===== src/rtl/conv_lut_bitplane_seq.sv =====
// Bit-plane sequencer for a 4-input/2-output combinational conv LUT.
// Ports: in_valid/in_ready/act_in/signed_mode accept an activation set;
//        lut_bit1..4 drive the current plane to the LUT, lut_dout1/2 return
//        its 2-bit value; out_valid/out_ready/out_acc return the sum; busy
//        is high while an operation is in flight.
module conv_lut_bitplane_seq #(
    parameter int DATA_W = 8,
    parameter int ACC_W  = 11,
    parameter int CNT_W  = 3
) (
    input  logic                  clk,
    input  logic                  rst_n,
    input  logic                  in_valid,
    output logic                  in_ready,
    input  logic [4*DATA_W-1:0]   act_in,
    input  logic                  signed_mode,
    output logic                  lut_bit1,
    output logic                  lut_bit2,
    output logic                  lut_bit3,
    output logic                  lut_bit4,
    input  logic                  lut_dout1,
    input  logic                  lut_dout2,
    output logic                  out_valid,
    input  logic                  out_ready,
    output logic [ACC_W-1:0]      out_acc,
    output logic                  busy
);

    typedef enum logic [1:0] {
        S_IDLE,
        S_RUN,
        S_DONE
    } state_t;

    state_t              state_q, state_d;
    logic [CNT_W-1:0]    plane_q, plane_d;
    logic [ACC_W-1:0]    acc_q, acc_d;
    logic [ACC_W-1:0]    res_q, res_d;
    logic [4*DATA_W-1:0] act_q, act_d;
    logic                sgn_q, sgn_d;

    logic [DATA_W-1:0]   a0, a1, a2, a3;
    logic [1:0]          lut_v;
    logic                last;
    logic                run;
    logic [ACC_W-1:0]    term;
    logic [ACC_W-1:0]    acc_nx;

    assign a0    = act_q[DATA_W-1:0];
    assign a1    = act_q[2*DATA_W-1:DATA_W];
    assign a2    = act_q[3*DATA_W-1:2*DATA_W];
    assign a3    = act_q[4*DATA_W-1:3*DATA_W];
    assign lut_v = {lut_dout2, lut_dout1};
    assign last  = (plane_q == CNT_W'(DATA_W - 1));
    assign run   = (state_q == S_RUN);

    always_comb begin
        state_d = state_q;
        plane_d = plane_q;
        acc_d   = acc_q;
        res_d   = res_q;
        act_d   = act_q;
        sgn_d   = sgn_q;
        term    = ACC_W'(lut_v) << plane_q;
        // Two's-complement MSB plane carries negative weight.
        if (last && sgn_q) begin
            acc_nx = acc_q - term;
        end else begin
            acc_nx = acc_q + term;
        end
        unique case (state_q)
            S_IDLE: begin
                if (in_valid) begin
                    act_d   = act_in;
                    sgn_d   = signed_mode;
                    acc_d   = '0;
                    plane_d = '0;
                    state_d = S_RUN;
                end
            end
            S_RUN: begin
                acc_d   = acc_nx;
                plane_d = plane_q + 1'b1;
                if (last) begin
                    // Separate result register keeps out_acc stable
                    // while the next operation accumulates.
                    res_d   = acc_nx;
                    plane_d = '0;
                    state_d = S_DONE;
                end
            end
            S_DONE: begin
                if (out_ready) begin
                    state_d = S_IDLE;
                end
            end
            default: begin
                state_d = S_IDLE;
            end
        endcase
    end

    always_ff @(posedge clk or negedge rst_n) begin
        if (!rst_n) begin
            state_q <= S_IDLE;
            plane_q <= '0;
            acc_q   <= '0;
            res_q   <= '0;
            act_q   <= '0;
            sgn_q   <= 1'b0;
        end else begin
            state_q <= state_d;
            plane_q <= plane_d;
            acc_q   <= acc_d;
            res_q   <= res_d;
            act_q   <= act_d;
            sgn_q   <= sgn_d;
        end
    end

    assign in_ready  = (state_q == S_IDLE);
    assign out_valid = (state_q == S_DONE);
    assign busy      = (state_q != S_IDLE);
    assign out_acc   = res_q;
    assign lut_bit1  = run & a0[plane_q];
    assign lut_bit2  = run & a1[plane_q];
    assign lut_bit3  = run & a2[plane_q];
    assign lut_bit4  = run & a3[plane_q];

endmodule


===== config.mk =====
export PLATFORM = sky130hd
export DESIGN_NAME = conv_lut_bitplane_seq
export DESIGN_NICKNAME = d
export VERILOG_FILES = /design/src/rtl/conv_lut_bitplane_seq.sv
export SDC_FILE = /design/constraint.sdc
export NUM_CORES = 1
export LEC_CHECK = 0
export ABC_AREA = 0
export BUFFER_PORTS_ARGS = -buffer_cell sky130_fd_sc_hd__buf_2
export CORE_MARGIN = 1
export CORE_UTILIZATION = 49
export CTS_BUF_LIST = sky130_fd_sc_hd__clkbuf_16
export CTS_CLUSTER_DIAMETER = 50
export DETAILED_ROUTE_END_ITERATION = 8
export HOLD_SLACK_MARGIN = 0.12
export PLACE_DENSITY = 0.69
export SKIP_LAST_GASP = 1
export SLEW_MARGIN = 20
export SYNTH_ARGS = -nofsm -noshare
export SYNTH_HDL_FRONTEND = slang
export SYNTH_SLANG_ARGS = --single-unit

===== constraint.sdc =====
create_clock -name clk -period 4.72 [get_ports clk]
set_clock_uncertainty 0.05 [all_clocks]
set_input_delay 0.708 -clock clk [delete_from_list [all_inputs] [get_ports clk]]
set_output_delay 0.708 -clock clk [all_outputs]
set_load 0.02 [all_outputs]

# Word-level counts from Yosys, hierarchy flattened
# Index checks and enable logic that the tools add are counted.
# Widths: inputs -> output; s select.
dict set report op_classes {
  mux 18
  n_eq_ne 6
  n_bitwise 4
  reduce_logical 8
  n_lt_le_gt_ge 1
  addsub 3
  shift 1
}
# operator count
set ops {}
lappend ops {{$mux 11} 2}
lappend ops {{$pmux 11 s2} 1}
lappend ops {{$bmux 1 s3} 4}
lappend ops {{$add 11x11->11} 1}
lappend ops {{$shl 2x3->11} 1}
lappend ops {{$sub 11x11->11} 1}
lappend ops {{$mux 2} 3}
lappend ops {{$mux 3} 2}
lappend ops {{$pmux 2 s3} 1}
lappend ops {{$pmux 3 s2} 1}
lappend ops {{$reduce_and 2->1} 3}
lappend ops {{$and 1x1->1} 4}
lappend ops {{$lt 3x4->1 const B} 1}
lappend ops {{$mux 1} 4}
lappend ops {{$ne 2x2->1 const B} 2}
lappend ops {{$reduce_bool 2->1} 2}
lappend ops {{$add 3x1->3 const B} 1}
lappend ops {{$eq 3x3->1 const B} 1}
lappend ops {{$reduce_and 3->1} 1}
lappend ops {{$eq 2x1->1 const B} 1}
lappend ops {{$eq 2x2->1 const B} 1}
lappend ops {{$logic_not 2->1} 1}
lappend ops {{$ne 2x1->1 const B} 1}
lappend ops {{$logic_and 1x1->1} 1}
dict set report word_totals {
  inputBits 39
  register_bits 60
  output_inout_bits 18
}

# Logic depth before layout (Yosys ltp)
# Gate-level depths: netlist of the first run.
dict set report logic_depth {
  depth_word 4
  depth_mapped 15
}

# Worst setup path after synthesis of the first run
# Ideal clock, no wire load.
dict set report synth_path {
  path_type {input -> register}
  startpoint {in lut_dout2}
  endpoint {reg res_q[10] (netlist: out_acc[10])}
  setup_ps 77
  arrival_ps 2964
  required_time_ps 4593
  path_stages 13
  slack_ps 1629
  cell_sequence {nor2b_1 o21a_1 inv_1 ha_1 nand2_1 o21ai_0 fa_1 nand2b_1 a21oi_2 a21oi_2 o21a_2 xnor3_1 o21ai_1}
}
dict set report synth_via {
  elab_chain_cells 3
  elab_cells_between_ends 4
  cone_classes {add/sub (2); shift (1); mux (1)}
}
# item line_no
set synth_rtl {}
lappend synth_rtl {{start: declaration} 22} ;# input logic lut_dout2,
lappend synth_rtl {{$shl 2x3->11 (*)} 64} ;# term = ACC_W'(lut_v) << plane_q;
lappend synth_rtl {{$add 11x11->11 or $sub 11x11->11 (tied branches)} {69, 67}}
lappend synth_rtl {{$mux 11 (*)} 66} ;# if (last && sgn_q) begin
lappend synth_rtl {{end signal: assignment} 115} ;# res_q <= res_d;
lappend synth_rtl {{end: declaration} 38} ;# logic [ACC_W-1:0] res_q, res_d;
# Every way passes the cells marked *; elsewhere a longest branch is shown, timed or not.
# A chain may end at the register's enable or synchronous reset.

# Worst setup path in the final report of the first run
dict set report layout_path {
  startpoint {reg plane_q[1]}
  endpoint {reg res_q[10] (netlist: out_acc[10])}
}
dict set report layout_via {
  elab_chain_cells 3
  elab_cells_between_ends 7
  cone_classes {add/sub (2); eq/ne (1); shift (1); mux (1); reduce/logical (2)}
}
# item line_no
set layout_rtl {}
lappend layout_rtl {{start: declaration} 36} ;# logic [CNT_W-1:0] plane_q, plane_d;
lappend layout_rtl {{start signal: assignment} 113} ;# plane_q <= plane_d;
lappend layout_rtl {{$shl 2x3->11 or $eq 3x3->1 (tied branches)} {64, 54}}
lappend layout_rtl {{$add 11x11->11 (tied with other cells)} 69} ;# acc_nx = acc_q + term;
lappend layout_rtl {{$mux 11} 66}
# Parallel ways exist; a longest one is shown, timed or not.

==> results.cfg, run 1 <==
[outcome]
status = finished clean

[yosys]
synth_area_um2 = 3270
yosysWarnings = 0
yosysUniqueCellTypes = 36
synth-main-ff-cell = dfrtp_1
ys_async_sr_fraction_pct = 100
synth_cells = 368
synth_edf_count = 0
synth.yosys.seq_area_share_pct = 45.9
ys_ff_latch = 60
syn-num-nets = 421
avgSynthCellArea_um2 = 8.89

[final_layout]
drive_gt1_share_pct = 20.5
fin_nets = 472
seqCellArea_um2 = 1500
final_cell_mix = 129 x nand2_1, 60 x dfrtp_1, 56 x buf_2
final_cells = 501
antenna_cells = 0
num-fill-cells = 563
final_common_cell = nand2_1
multiInputGateArea_um2 = 1650
syn_to_final_growth_pct = 19.3

[clock_tree]
cts_buffers = 9
post_cts_buffers = 0
cts_resized = 0
htree_levels = 3
clock-root-buffer = clkbuf_16
numClockSinks = 60
worstSkewPairLatency_ps = 320
clk_pin_slew_worst_paths_ps = 50
cts_tree = built
ctsHoldBuffers = 0
cts_buffer_depth = 2

[sta]
finalSetupTns_ps = 0
period_share_pct = 77.9
relSlewSlack_pct = 33.4
worst_hold_slack_ps = 417
final-hold-violation-count = 0
layout_setup_ws_ps = 1040
tightest_slew_ps = 999
drv_slew = 0
setup_violations = 0
layout_min_cycle_time_ps = 3680
clock.fmax_mhz = 272
rsz0062_at_grt = false

[power_and_ir_drop]
p_leak_nw = 1.99
totalPowerFinal_w = 0.00335
p_comb_share_pct = 51.2
p_per_area_nw_per_um2 = 858
p_sw_w = 0.00138
p_clk_share_pct = 20.2
vdd.ir_drop.worst_uv = 547
p_int_w = 0.00198
p_seq_share_pct = 28.7
switching_share_pct = 41.0

[routing]
vias = 2616
avgViaCountPerCell = 5.22
routed_wl_mm = 6.83
ant_nets = 0
first_pass_iters = 4
drt_iter0_markers = 136
drc = 0
detail_route.wl_per_cell_um = 13.6

[hold_path]
hold_depth = 2
hp-start = out_acc[2]
min-delay-path-class = flip-flop to flip-flop

[floorplan]
row_count = 29
fp.dieH_um = 83.7
die_w_um = 83.7
coreArea_um2 = 6390
io_pins = 57
start_util_pct = 51.3
die_area_um2 = 7010

[placed_design]
gp_congestion = 0.845
pre_cts_slack_ps = 1050
dp_cells = 485
portBuffers = 56
dp_hpwl_mm = 4.69

[critical_path]
regToRegStartpoint = plane_q[1]
startpoint = plane_q[1]
r2r_slack_ps = 1040
required_ps = 4910
worstSetupEndpointType = flip-flop
critPathKind = flip-flop to flip-flop
crit_path_start_kind = flip-flop
r2r_cells = 13
critical_path_arrival_ps = 3870
worst-path-max-fanout = 20

[global_route]
grt_max_degree = 61
grt_pass1_wl_mm = 12.1
grt_pass1_vias = 2632
track_usage_pct = 21.8
gr-total-overflow = 0
antenna_found_initial = 0

[flow_run]
drv_cap = 0
## worst max-delay path, stage by stage, from the launching register on
cell and delay (ps):
dfrtp_1 790, ha_1 270, ha_1 230, nand2_1 210
and3_1 240, o31ai_1 180, o221ai_1 150, ha_1 420
a21oi_2 90, o21ai_1 200, a21oi_2 60, o21a_2 240
xnor3_1 320, o21ai_1 140
## cell families (layout without fill, tap and decap cells)
family / after synthesis / after routing / synth area share [%]
compound gates: 64 / 64 / 11.9
xor+xnor: 11 / 11 / 3.36
flops: 60 / 60 / 45.9
simple gates: 174 / 174 / 22.0
buf+inv: 30 / 86 / 3.63
fa+ha+maj: 14 / 14 / 5.58
mux: 15 / 15 / 7.68
## path summary, 6_finish.rpt
path | endpoint
worst max-delay path | out_acc[10]
worst min-delay path | out_acc[2]
worst max register to register | out_acc[10]
worst min register to register | out_acc[2]
max in group asynchronous | act_q[12]
min in group asynchronous | out_acc[0]
## synthesized netlist by cell type (all sizes together), types with 6 or more instances
cell | n | area, µm²
o21ai | 33 | 165
mux4 | 8 | 180
nor2 | 15 | 56.3
clkbuf | 14 | 52.6
nand3 | 11 | 55.1
inv | 11 | 41.3
mux2i | 6 | 60.1
a21oi | 10 | 61.3
ha | 13 | 163
nor2b | 6 | 45.0
o21a | 8 | 61.3
xnor2 | 6 | 52.6
dfrtp | 60 | 1500
nand2 | 129 | 484
## registers in the layout, indices dropped and copies added (netlist names)
| register | flops |
|---|---|
| out_acc | 11 |
| acc_q | 11 |
| state_q | 2 |
| plane_q | 3 |
| act_q | 32 |
| sgn_q | 1 |
## per-stage QoR
stage               util, %  cell area [µm²]
floorplan                 -             3270
global placement       56.3             3590
detailed placement     56.3             3590
CTS                    61.1             3900
global route           61.1             3910
finish                 61.1             3910
## cell type report
class / instances / area share [%]
multi-input cells: 278 / 42.4
flip-flops and latches: 60 / 38.4
repair buffers: 59 / 7.75
clock buffers: 9 / 5.77
well taps: 77 / 2.47
clock inverters: 7 / 2.15
inverters: 11 / 1.06
## metal layers
metal / wire length, µm / vias to the layer above / GRT usage [%]
met5: 0 / - / 0
met4: 65 / 0 / 6.93
met3: 300 / 5 / 5.14
met2: 3320 / 58 / 36.9
met1: 3140 / 1226 / 27.6
li1: - / 1327 / -
## power groups by stage
stage / registers (W) / logic, W / clock network, W
floorplan: 0.000938 / 0.00135 / 0
global placement: 0.000964 / 0.00168 / 0
detailed placement: 0.000972 / 0.00172 / 0
CTS: 0.000966 / 0.00173 / 0.000688
global route: 0.000998 / 0.00195 / 0.000711
finish: 0.000961 / 0.00171 / 0.000676
No activity file was read; power rests on OpenSTA's default activity.
==> inputs of run 2 (changes only) <==
--- a/config.mk
+++ b/config.mk
@@ -13,7 +13,7 @@
 export CTS_CLUSTER_DIAMETER = 50
 export DETAILED_ROUTE_END_ITERATION = 8
 export HOLD_SLACK_MARGIN = 0.12
-export PLACE_DENSITY = 0.69
+export PLACE_DENSITY = 0.72
 export SKIP_LAST_GASP = 1
 export SLEW_MARGIN = 20
 export SYNTH_ARGS = -nofsm -noshare
==> constraint.sdc (replaced) <==
create_clock -name clk -period 3 [get_ports clk]
set_clock_uncertainty 0.05 [all_clocks]
set_input_delay 0.45 -clock clk [delete_from_list [all_inputs] [get_ports clk]]
set_output_delay 0.45 -clock clk [all_outputs]
set_load 0.02 [all_outputs]
==> results.cfg, run 2 (same netlist as run 1, synthesis figures left out) <==
[final_layout]
final_common_cell = nand2_1
largest_register_ffs = 32
num-fill-cells = 530
final_cell_mix = 127 x nand2_1, 60 x dfrtp_1, 56 x buf_2
utilization_pct = 66.0
largest-register = act_q
drive_gt1_share_pct = 29.2
syn_to_final_growth_pct = 28.8
multiInputGateArea_um2 = 1790
antenna_cells = 0
seqCellArea_um2 = 1500
fin_area_um2 = 4220
fin_nets = 499

[placed_design]
pre_cts_slack_ps = -95.3
placed_area_um2 = 3750
dp_hpwl_mm = 5.30
gp_congestion = 0.920
portBuffers = 56

[critical_path]
critical_path_arrival_ps = 3130
worstSetupEndpointType = flip-flop
critPathKind = flip-flop to flip-flop
r2r_cells = 15
startpoint = plane_q[0]
path_cells = buf_6 -> and2_4 -> o21a_1 -> inv_2 -> ha_4 -> nand2_4 -> o21ai_4 -> inv_2 -> ha_4 -> nor2b_4 -> o31a_1 -> o21a_1 -> o21a_1 -> o21a_1 -> o31ai_1
r2r_slack_ps = 50
cpMostUsedCell = o21a_1
endpoint = acc_q[9]
required_ps = 3180
r2r_end = acc_q[9]
regToRegStartpoint = plane_q[0]
slowest_stage = dfrtp_1
worst_path_largest_cell_delay_ps = 400
worst-path-max-fanout = 7
crit_path_start_kind = flip-flop

[routing]
avgViaCountPerCell = 5.30
ant_nets = 0
drt_iter0_markers = 117
detail_route.wl_per_cell_um = 14.4
routed_wl_mm = 7.58
drc = 0
first_pass_iters = 4
vias = 2786

[power_and_ir_drop]
p_leak_nw = 2.12
p_per_area_nw_per_um2 = 1360
vdd.ir_drop.worst_uv = 934

[clock_tree]
htree_levels = 3
cts_tree = built
cts_buffers = 9
cts_buffer_depth = 2
clock-root-buffer = clkbuf_16
numClockSinks = 60
clk_pin_slew_worst_paths_ps = 50
worstSkewPairLatency_ps = 330

[sta]
worst_hold_slack_ps = 258
rsz0062_at_grt = true
drv_slew = 0
layout_setup_ws_ps = 51.0
setup_violations = 0
layout_min_cycle_time_ps = 2950
tightest_slew_ps = 978
relSlewSlack_pct = 34.6
period_share_pct = 98.3
clock.fmax_mhz = 339
final-hold-violation-count = 0

[global_route]
antenna_found_initial = 0
grt_max_degree = 41
track_usage_pct = 23.5
grt_pass1_vias = 2768
grt_pass1_wl_mm = 13.0
gr-total-overflow = 0

[floorplan]
die_area_um2 = 7010
row_count = 29
die_w_um = 83.7
start_util_pct = 51.3
coreArea_um2 = 6390
fp.dieH_um = 83.7
io_pins = 57

[outcome]
status = finished clean

[flow_run]
drv_cap = 0

[hold_path]
min-delay-path-class = input pin to flip-flop
==> run 2: cell types whose count changed in the layout (fill, tap and decap cells not counted), sizes merged <==
cell / delta
bufinv: -1
inv: -1
clkinvlp: -1
clkinv: +1
dlygate4sd3: +1
buf: +26
==> run 2: critical path: cells and delay by family, from the launching register on <==
family	cells	cell delay, ps
simple gates	3	330
fa+ha+maj	2	390
flops	1	400
buf+inv	3	290
compound gates	7	1390
==> run 2: final cells by class <==
class / instances / area share [%]
clock buffer: 9 / 5.34
multi-input combinational: 278 / 42.6
inverter: 11 / 0.979
timing repair buffer: 86 / 12.1
tap: 77 / 2.28
clock inverter: 5 / 1.10
sequential: 60 / 35.6
==> run 2: layer usage <==
layer / track usage [%] / part of all wire (%) / vias up
met5: 0 / 0 / -
met4: 8.47 / 1.9 / 0
met3: 3.86 / 3.2 / 16
met2: 40.0 / 50 / 65
li1: - / - / 1388
met1: 30.4 / 45 / 1317
==> run 2: report_power, final <==
part	leakage (nW)	internal, W	switching (W)	total (W)
Clock	0.137	0.000621	0.000336	0.000957
Sequential	0.736	0.00122	0.000245	0.00147
Combinational	1.24	0.00151	0.00180	0.00331
Total	2.12	0.00335	0.00238	0.00573
==> run 2: how the worst min path moves through the flow <==
| stage | cells past startpoint | from | to | slack [ps] |
|---|---|---|---|---|
| after floorplan | 0 | rst_n | acc_q[0] | 100 |
| after global placement | 1 | rst_n | out_acc[3] | 390 |
| after detailed placement | 1 | rst_n | out_acc[2] | 390 |
| after CTS | 3 | act_in[4] | act_q[4] | 260 |
| after global routing | 3 | act_in[23] | act_q[23] | 270 |
| final | 3 | act_in[4] | act_q[4] | 260 |
==> run 2: stage by stage <==
stage / total power [W] / std cells / setup TNS [ps]
floorplan: 0.00361 / 368 / 0
global placement: 0.00437 / 506 / -0.495
detailed placement: 0.00447 / 506 / -218
CTS: 0.00548 / 521 / -4.03
global route: 0.00621 / 526 / -153
finish: 0.00573 / 526 / 0
==> run 2: repair_timing <==
action	4_1_cts	5_1_grt
pin swaps	0	21
setup buffers	0	5
gates resized for setup	4	30
hold buffers	1	0
endpoints found under the hold margin	20	0
endpoints found under the setup margin	4	12
==> inputs of run 3 (changes only) <==
--- a/config.mk
+++ b/config.mk
@@ -7,12 +7,14 @@
 export LEC_CHECK = 0
 export ABC_AREA = 0
 export BUFFER_PORTS_ARGS = -buffer_cell sky130_fd_sc_hd__buf_2
+export CAP_MARGIN = 20
 export CORE_MARGIN = 1
 export CORE_UTILIZATION = 49
 export CTS_BUF_LIST = sky130_fd_sc_hd__clkbuf_16
 export CTS_CLUSTER_DIAMETER = 50
 export DETAILED_ROUTE_END_ITERATION = 8
 export HOLD_SLACK_MARGIN = 0.12
+export MAX_ROUTING_LAYER = met4
 export PLACE_DENSITY = 0.72
 export SKIP_LAST_GASP = 1
 export SLEW_MARGIN = 20
==> results.cfg, run 3 (same netlist as run 1, synthesis figures left out) <==
[sta]
drv_slew = 0
relSlewSlack_pct = 34.2
layout_min_cycle_time_ps = 3060
final-hold-violation-count = 0
worst_hold_slack_ps = 121
period_share_pct = 102
clock.fmax_mhz = 327
setup_violations = 1
layout_setup_ws_ps = -61.9
finalSetupTns_ps = -61.9
rsz0062_at_grt = true
tightest_slew_ps = 984

[final_layout]
largest-register = act_q
largest_register_ffs = 32
final_common_cell = nand2_1
final_cell_mix = 127 x nand2_1, 60 x dfrtp_1, 56 x buf_2
num-fill-cells = 533
seqCellArea_um2 = 1500
drive_gt1_share_pct = 30.5
multiInputGateArea_um2 = 1780
fin_nets = 501
syn_to_final_growth_pct = 29.0
fin_area_um2 = 4220
antenna_cells = 0

[power_and_ir_drop]
p_clk_share_pct = 16.6
totalPowerFinal_w = 0.00588
switching_share_pct = 41.2
p_seq_share_pct = 24.7
p_sw_w = 0.00242
p_per_area_nw_per_um2 = 1390
p_int_w = 0.00346
vdd.ir_drop.worst_uv = 1010
p_leak_nw = 2.14
p_comb_share_pct = 58.7

[routing]
first_pass_iters = 4
routed_wl_mm = 7.36
ant_nets = 0
vias = 2736
drt_iter0_markers = 197
detail_route.wl_per_cell_um = 13.9
drc = 0
avgViaCountPerCell = 5.17

[clock_tree]
numClockSinks = 60
htree_levels = 3
cts_buffers = 9
worstSkewPairLatency_ps = 330
ctsHoldBuffers = 0
cts_tree = built
clk_pin_slew_worst_paths_ps = 50
clock-root-buffer = clkbuf_16
cts_buffer_depth = 2

[floorplan]
fp.dieH_um = 83.7
coreArea_um2 = 6390
row_count = 29
io_pins = 57
die_w_um = 83.7
die_area_um2 = 7010
start_util_pct = 51.3

[placed_design]
pre_cts_slack_ps = -87.8
gp_congestion = 0.911
portBuffers = 56
placed_area_um2 = 3740
dp_hpwl_mm = 5.15

[global_route]
gr-total-overflow = 0
antenna_found_initial = 0
grt_pass1_vias = 2800
grt_pass1_wl_mm = 12.5
track_usage_pct = 23.3
grt_max_degree = 36

[critical_path]
r2r_slack_ps = -60
r2r_cells = 14
worst-path-max-fanout = 7
path_buf_inv = 2
cpMostUsedCell = o21a_1
r2r_end = out_acc[9]
crit_family = compound AO/OA/AOI/OAI gates
crit_path_start_kind = flip-flop
worstSetupEndpointType = flip-flop
required_ps = 3170
regToRegStartpoint = plane_q[0]
critPathKind = flip-flop to flip-flop
worst_path_largest_cell_delay_ps = 400
slowest_stage = dfrtp_1
critical_path_arrival_ps = 3230
path_cells = buf_6 -> nor2b_2 -> nand2_1 -> ha_4 -> nand2_2 -> o21ai_2 -> inv_1 -> ha_1 -> nor2b_4 -> o31a_1 -> o21a_1 -> o21a_1 -> o21a_1 -> o31ai_2

[hold_path]
min-delay-path-class = input pin to async pin

[outcome]
status = finished with violations
failed_checks = negative setup slack

[flow_run]
drv_cap = 0
run 3: worst max path at each step:
stage          slack (ps)     endpoint        from  depth (start not counted)
2_1_floorplan          30  out_acc[10]  plane_q[1]                         14
3_3_place_gp           -4   out_acc[9]   lut_dout1                         14
3_5_place_dp          -90   out_acc[9]   lut_dout1                         14
4_1_cts                 6   out_acc[9]  plane_q[0]                         14
5_1_grt              -200   out_acc[9]  plane_q[0]                         14
6_report              -60   out_acc[9]  plane_q[0]                         14
run 3: area by class of cell:
cell class                 count  share of cell area (%)
multi-input combinational    278                    42.1
sequential                    60                    35.6
timing repair buffer          88                    12.4
clock buffer                   9                    5.33
tap                           77                    2.28
clock inverter                 6                    1.33
inverter                      11                   0.978
run 3: what timing repair did:
action                                  CTS  global route
gates resized for setup                  10            21
buffers inserted                          1             8
pin swaps                                 6            13
endpoints found under the setup margin    3            12
gates cloned                              0             0
run 3: routing by layer:
layer	up-vias	wire length, µm	GRT usage [%]
li1	1387	-	-
met1	1267	3230	27.2
met2	66	3720	38.8
met3	16	250	4.15
met4	0	165	11.7
met5	-	0	-
run 3: power by group through the flow:
stage	sequential (W)	clock [W]	combinational (W)
floorplan	0.00148	0	0.00213
global placement	0.00143	0	0.00292
detailed placement	0.00145	0	0.00300
CTS	0.00144	0.000994	0.00310
global route	0.00151	0.00103	0.00384
finish	0.00145	0.000977	0.00345
run 3: stage by stage:
step / utilization [%] / instances
finish: 66.1 / 529
global route: 66.1 / 529
CTS: 63.6 / 521
detailed placement: 58.6 / 505
global placement: 58.6 / 505
floorplan: - / 368
